**src/rtl/pipe_pkg.sv**
```systemverilog
// Shared constants for the five-stage CPU pipeline registers:
// control-field layout and per-boundary payload widths.
package pipe_pkg;

  localparam int PIPE_CTRL_W  = 8;

  // Control bits that must never reach state-writing stages on a squashed beat
  localparam int REGWRITE_BIT = 0;
  localparam int MEMTOREG_LSB = 1;
  localparam int MEMTOREG_W   = 2;
  localparam int MEMWRITE_BIT = 3;
  localparam int MEMREAD_BIT  = 4;
  localparam int BRANCH_BIT   = 5;
  localparam int ALUSRC_BIT   = 6;
  localparam int REGDST_BIT   = 7;

  typedef logic [PIPE_CTRL_W-1:0] ctrl_t;

  localparam int IFID_W  = 64;   // PC_4 + Instr
  localparam int IDEX_W  = 138;  // PC_4 + RD1 + RD2 + Imm + rt + rd
  localparam int EXMEM_W = 101;  // ALUOut + WriteData + PC_4 + dest
  localparam int MEMWB_W = 101;  // ALUOut + Read_Data + PC_4 + dest

endpackage

```
**src/rtl/pipe_slot.sv**
```systemverilog
// One pipeline entry: payload, control and valid with load/clear enables.
// Load wins over clear so a same-edge retire+refill keeps the slot full.
module pipe_slot #(
  parameter int DATA_W = 96,
  parameter int CTRL_W = 8
) (
  input  logic              clk,
  input  logic              rst,
  input  logic              load,
  input  logic              clear,
  input  logic [DATA_W-1:0] next_data,
  input  logic [CTRL_W-1:0] next_ctrl,
  output logic              valid,
  output logic [DATA_W-1:0] data,
  output logic [CTRL_W-1:0] ctrl
);

  // Clear drops valid and control only; the payload is left in place
  always_ff @(posedge clk or negedge rst) begin
    if (!rst) begin
      valid <= 1'b0;
      data  <= '0;
      ctrl  <= '0;
    end else if (load) begin
      valid <= 1'b1;
      data  <= next_data;
      ctrl  <= next_ctrl;
    end else if (clear) begin
      valid <= 1'b0;
      ctrl  <= '0;
    end
  end

endmodule

```
**src/rtl/pipe_stage_reg.sv**
```systemverilog
// Inter-stage pipeline register with valid/ready handshake, stall, flush,
// optional 2-entry skid buffer (registered in_ready) and a flush-drop counter.
module pipe_stage_reg
  import pipe_pkg::*;
#(
  parameter int DATA_W = 96,
  parameter int CTRL_W = PIPE_CTRL_W,
  parameter int SKID   = 0,
  parameter int CNT_W  = 16
) (
  input  logic              clk,
  input  logic              rst,
  input  logic              in_valid,
  output logic              in_ready,
  input  logic [DATA_W-1:0] in_data,
  input  logic [CTRL_W-1:0] in_ctrl,
  output logic              out_valid,
  input  logic              out_ready,
  output logic [DATA_W-1:0] out_data,
  output logic [CTRL_W-1:0] out_ctrl,
  input  logic              stall,
  input  logic              flush,
  output logic [1:0]        occupancy,
  output logic [CNT_W-1:0]  drop_cnt
);

  logic              main_valid;
  logic [DATA_W-1:0] main_data;
  logic [CTRL_W-1:0] main_ctrl;
  logic              skid_valid;
  logic [DATA_W-1:0] skid_data;
  logic [CTRL_W-1:0] skid_ctrl;

  logic              accept;
  logic              retire;
  logic              main_load;
  logic              main_clear;
  logic [DATA_W-1:0] main_next_data;
  logic [CTRL_W-1:0] main_next_ctrl;
  logic [CNT_W:0]    drop_sum;

  assign out_valid = main_valid & ~stall;
  assign retire    = out_valid & out_ready & ~flush;
  assign accept    = in_valid & in_ready & ~flush;

  // The head refills from skid first so beat order is preserved
  always_comb begin
    main_load      = (retire & skid_valid) | (accept & (~main_valid | retire));
    main_clear     = flush | retire;
    main_next_data = in_data;
    main_next_ctrl = in_ctrl;
    if (skid_valid) begin
      main_next_data = skid_data;
      main_next_ctrl = skid_ctrl;
    end
  end

  pipe_slot #(.DATA_W(DATA_W), .CTRL_W(CTRL_W)) u_main (
    .clk       (clk),
    .rst       (rst),
    .load      (main_load),
    .clear     (main_clear),
    .next_data (main_next_data),
    .next_ctrl (main_next_ctrl),
    .valid     (main_valid),
    .data      (main_data),
    .ctrl      (main_ctrl)
  );

  generate
    if (SKID != 0) begin : g_skid
      logic skid_load;
      logic skid_clear;
      logic skid_next_valid;
      logic ready_q;

      assign skid_load       = accept & main_valid & ~retire;
      assign skid_clear      = flush | (retire & skid_valid);
      assign skid_next_valid = skid_load | (skid_valid & ~skid_clear);

      pipe_slot #(.DATA_W(DATA_W), .CTRL_W(CTRL_W)) u_skid (
        .clk       (clk),
        .rst       (rst),
        .load      (skid_load),
        .clear     (skid_clear),
        .next_data (in_data),
        .next_ctrl (in_ctrl),
        .valid     (skid_valid),
        .data      (skid_data),
        .ctrl      (skid_ctrl)
      );

      // Ready depends only on our own next state, never on out_ready
      always_ff @(posedge clk or negedge rst) begin
        if (!rst) ready_q <= 1'b0;
        else      ready_q <= ~skid_next_valid;
      end

      assign in_ready = ready_q & ~stall;
    end else begin : g_single
      assign skid_valid = 1'b0;
      assign skid_data  = '0;
      assign skid_ctrl  = '0;
      assign in_ready   = rst & ~stall & ~flush & (~main_valid | out_ready);
    end
  endgenerate

  assign out_data  = main_data;
  assign out_ctrl  = out_valid ? main_ctrl : '0;
  assign occupancy = {1'b0, main_valid} + {1'b0, skid_valid};

  assign drop_sum = {1'b0, drop_cnt} + (CNT_W+1)'(occupancy);

  always_ff @(posedge clk or negedge rst) begin
    if (!rst)
      drop_cnt <= '0;
    else if (flush)
      drop_cnt <= drop_sum[CNT_W] ? '1 : drop_sum[CNT_W-1:0];
  end

endmodule

```
**config.mk**
```make
export PLATFORM = sky130hd
export DESIGN_NAME = pipe_stage_reg
export DESIGN_NICKNAME = d
export VERILOG_FILES = /design/src/rtl/pipe_pkg.sv /design/src/rtl/pipe_slot.sv /design/src/rtl/pipe_stage_reg.sv
export SDC_FILE = /design/constraint.sdc
export NUM_CORES = 1
export LEC_CHECK = 0
export ABC_CLOCK_PERIOD_IN_PS = 3300
export CAP_MARGIN = 0
export CORE_AREA = 4 4 117 119
export CTS_BUF_LIST = sky130_fd_sc_hd__clkbuf_2
export CTS_CLUSTER_SIZE = 30
export DETAILED_ROUTE_END_ITERATION = 8
export DIE_AREA = 0 0 121 123
export PLACE_DENSITY_LB_ADDON = 0.05
export SYNTH_ARGS = -nofsm -noshare
export SYNTH_HDL_FRONTEND = slang
export SYNTH_HIERARCHICAL = 1
export SYNTH_SLANG_ARGS = --single-unit
```
**constraint.sdc**
```tcl
create_clock -name clk -period 3.3 [get_ports clk]
set_input_delay 0.825 -clock clk [delete_from_list [all_inputs] [get_ports clk]]
set_output_delay 0.825 -clock clk [all_outputs]
set_load 0.05 [all_outputs]
```
==> flow_metrics.py <==
metrics = {
    "die": {
        "start_util_pct": 39.3,
        "placementRows": 41,
        "ios": 234,
        "die-area_um2": 14900,
        "fp.dieW_um": 121,
        "die_h_um": 123,
        "coreArea_um2": 12600,
    },
    "finish": {
        "layout-drive-gt1-share_pct": 26.9,
        "fin_area_um2": 7780,
        "layout.nets": 673,
        "ff_latch_area_um2": 3030,
        "fillers": 1027,
        "post-route-util_pct": 61.9,
        "multi_input_area_um2": 1770,
        "antenna_cells": 0,
        "areaGrowthSynthToFinish_pct": 57.8,
    },
    "placement": {
        "portBuffers": 232,
        "dp_hpwl_um": 9660,
        "placed_area_um2": 7550,
        "dp_slack_ns": 0.432,
        "gp_congestion": 0.768,
    },
    "sta": {
        "timing.final.crit_period_ns": 2.79,
        "fin_tns_setup_ns": 0,
        "finalHoldWorstSlack_ns": 0.335,
        "rsz0062_at_grt": "false",
        "slew_violations": 0,
        "worst_pin_slew_ns": 0.880,
        "timing.fmax_ghz": 0.359,
        "setup_viol": 0,
        "setup_ws_ns": 0.514,
        "fin_crit_sh_pct": 84.4,
        "fin_worst_skew_ns": 0.0316,
        "hold_viol": 0,
        "maxSlewHeadroom_pct": 41.3,
    },
    "logic_synthesis": {
        "ys_types": 36,
        "synth.most_common_cell": "dfrtp_1",
        "synthTopCellsByCount": "dfrtp_1 (121), mux2_2 (65), mux2_4 (31)",
        "syn_area_per_cell_um2": 15.6,
        "synth_seq_cells": 121,
        "synth-main-ff-cell": "dfrtp_1",
        "syn-instance-count": 317,
        "syn_area_um2": 4930,
        "synth_top_area_share_pct": 61.4,
        "synth_warnings": 6,
        "synth_edf_count": 0,
        "synth_seq_area_share_pct": 61.4,
        "yosysTopAreaCell": "dfrtp_1",
        "syn-num-nets": 429,
        "synthTopCellsByArea": "dfrtp_1 (61%), mux2_2 (15%), mux2_4 (9.4%), buf_6 (1.6%), a22o_1 (1.4%)",
        "synthArstFlopShare_pct": 100,
    },
    "drt": {
        "drt-pass1-iter-count": 4,
        "vias_per_cell": 4.65,
        "first_iter_violations": 186,
        "routedWlPerCell_um": 17.2,
        "ant_nets": 0,
        "post-route-drc-count": 0,
        "via_count": 3467,
        "wirelength_um": 12800,
    },
    "clock_tree": {
        "clk_latency_ns": 0.61,
        "cts_tree": "done",
        "cts.path.max_buffers": 2,
        "clkSinkCount": 121,
        "postCtsHoldBufs": 0,
        "cts_resized": 0,
        "clockRootBuffer": "clkbuf_2",
        "cts_setup_buffers": 0,
        "cts_buffers": 17,
        "clk_pin_slew_worst_paths_ns": 0.17,
        "ctsHtreeMaxLevel": 4,
    },
    "setup_path": {
        "crit_fanout": 2,
        "reg2regPathDepth": 5,
        "rr_startpoint": "u_main/valid",
        "worstSetupPathType": "input pin to primary output",
        "required_ns": 2.47,
        "r2r_slack_ns": 1.20,
        "max_stage_delay_ns": 0.48,
        "worstSetupStartpointType": "input pin",
        "worst_ep_arrival_time_ns": 1.96,
        "slowest_stage": "clkdlybuf4s50_1",
        "cp-end-kind": "primary output",
        "path_cells": "clkdlybuf4s50_1, nor2b_1, nor4b_2, buf_4, buf_12",
        "worstReg2RegEnd": "u_main/data[36]",
    },
    "power_and_ir_drop": {
        "p_leak_nw": 3.36,
        "power_density_nw_per_um2": 658,
        "vdd_drop_max_uv": 287,
    },
    "global_route": {
        "grtUsageTotal_pct": 17.1,
        "grt.overflow.total": 0,
        "grt_pass1_wl_um": 19700,
        "antenna_found_initial": 0,
        "grt_max_degree": 72,
        "grt_pass1_vias": 3638,
    },
    "min_path": {
        "hold_class": "input pin to async pin",
    },
    "flow_run": {
        "drv_cap": 0,
    },
    "outcome": {
        "status": "complete, no violations",
    },
}
power by group:
group	internal [W]	switching, W	total [W]
sequential	0.00177	0.000181	0.00195
clock	0.000416	0.000517	0.000933
combinational	0.000874	0.00136	0.00224
registers in the layout, indices dropped and copies added, names as in the netlist:
register	flops
drop_cnt	16
u_main/ctrl	8
u_main/data	96
u_main/valid	1
worst max-delay path: cells and delay by family:
family,cells,cell delay [ns]
and+or+nand+nor,2,0.34
buffers and inverters,3,0.79
per-layer routing:
layer,wire (um),global-route usage (%)
met1,5480,22.5
met2,5650,24.8
met3,1510,9.06
met4,140,4.67
met5,0,0
worst max-delay path by stage:
stage,startpoint,slack (ns),endpoint,cells after the start
after floorplan,flush,0.24,u_main/data[62],7
after global placement,stall,0.49,u_main/data[1],5
after detailed placement,out_ready,0.43,u_main/data[93],6
after CTS,drop_cnt[1],0.44,drop_cnt[1],1
after global routing,drop_cnt[8],0.36,drop_cnt[8],1
final,out_ready,0.51,in_ready,5
cells in the final DEF (no fill, tap or decap), types with 2 or more instances in the layout:
cell type / instances
xnor2_1: 8
inv_1: 3
nor4_1: 3
buf_12: 13
mux2_4: 31
clkdlybuf4s50_1: 221
nor2b_1: 2
buf_4: 8
clkbuf_2: 20
clkinv_2: 5
mux2_2: 65
a21o_1: 2
clkinv_1: 2
bufinv_16: 3
dfrtp_1: 121
nand2_1: 14
nor3_1: 2
a22o_1: 8
and2_1: 9
nor2_1: 2
o21ai_0: 3
nand3_1: 4
a21oi_1: 3
ha_1: 2
nand4_1: 3
logic make-up after synthesis:
logic type      Yosys count  synth area share, %
compound gates           20                 2.99
xor+xnor                  9                 1.60
simple gates             47                 6.01
fa+ha+maj                 2                0.507
flops                   121                 61.4
buf+inv                  20                 2.97
mux                      97                 24.5
other cells               1               0.0760
area by class of cell:
type	instances	share of cell area, %
well taps	172	2.76
clock buffers	20	1.29
inverters	3	0.145
flip-flops and latches	121	38.9
multi-input cells	176	22.7
repair buffers	242	32.5
clock inverters	11	1.67
metrics by stage:
| stage | cells | total power, W |
|---|---|---|
| finish | 745 | 0.00513 |
| global route | 745 | 0.00536 |
| CTS | 745 | 0.00520 |
| detailed placement | 714 | 0.00424 |
| global placement | 714 | 0.00422 |
| floorplan | 317 | 0.00337 |
(Power assumes the default switching activity.)
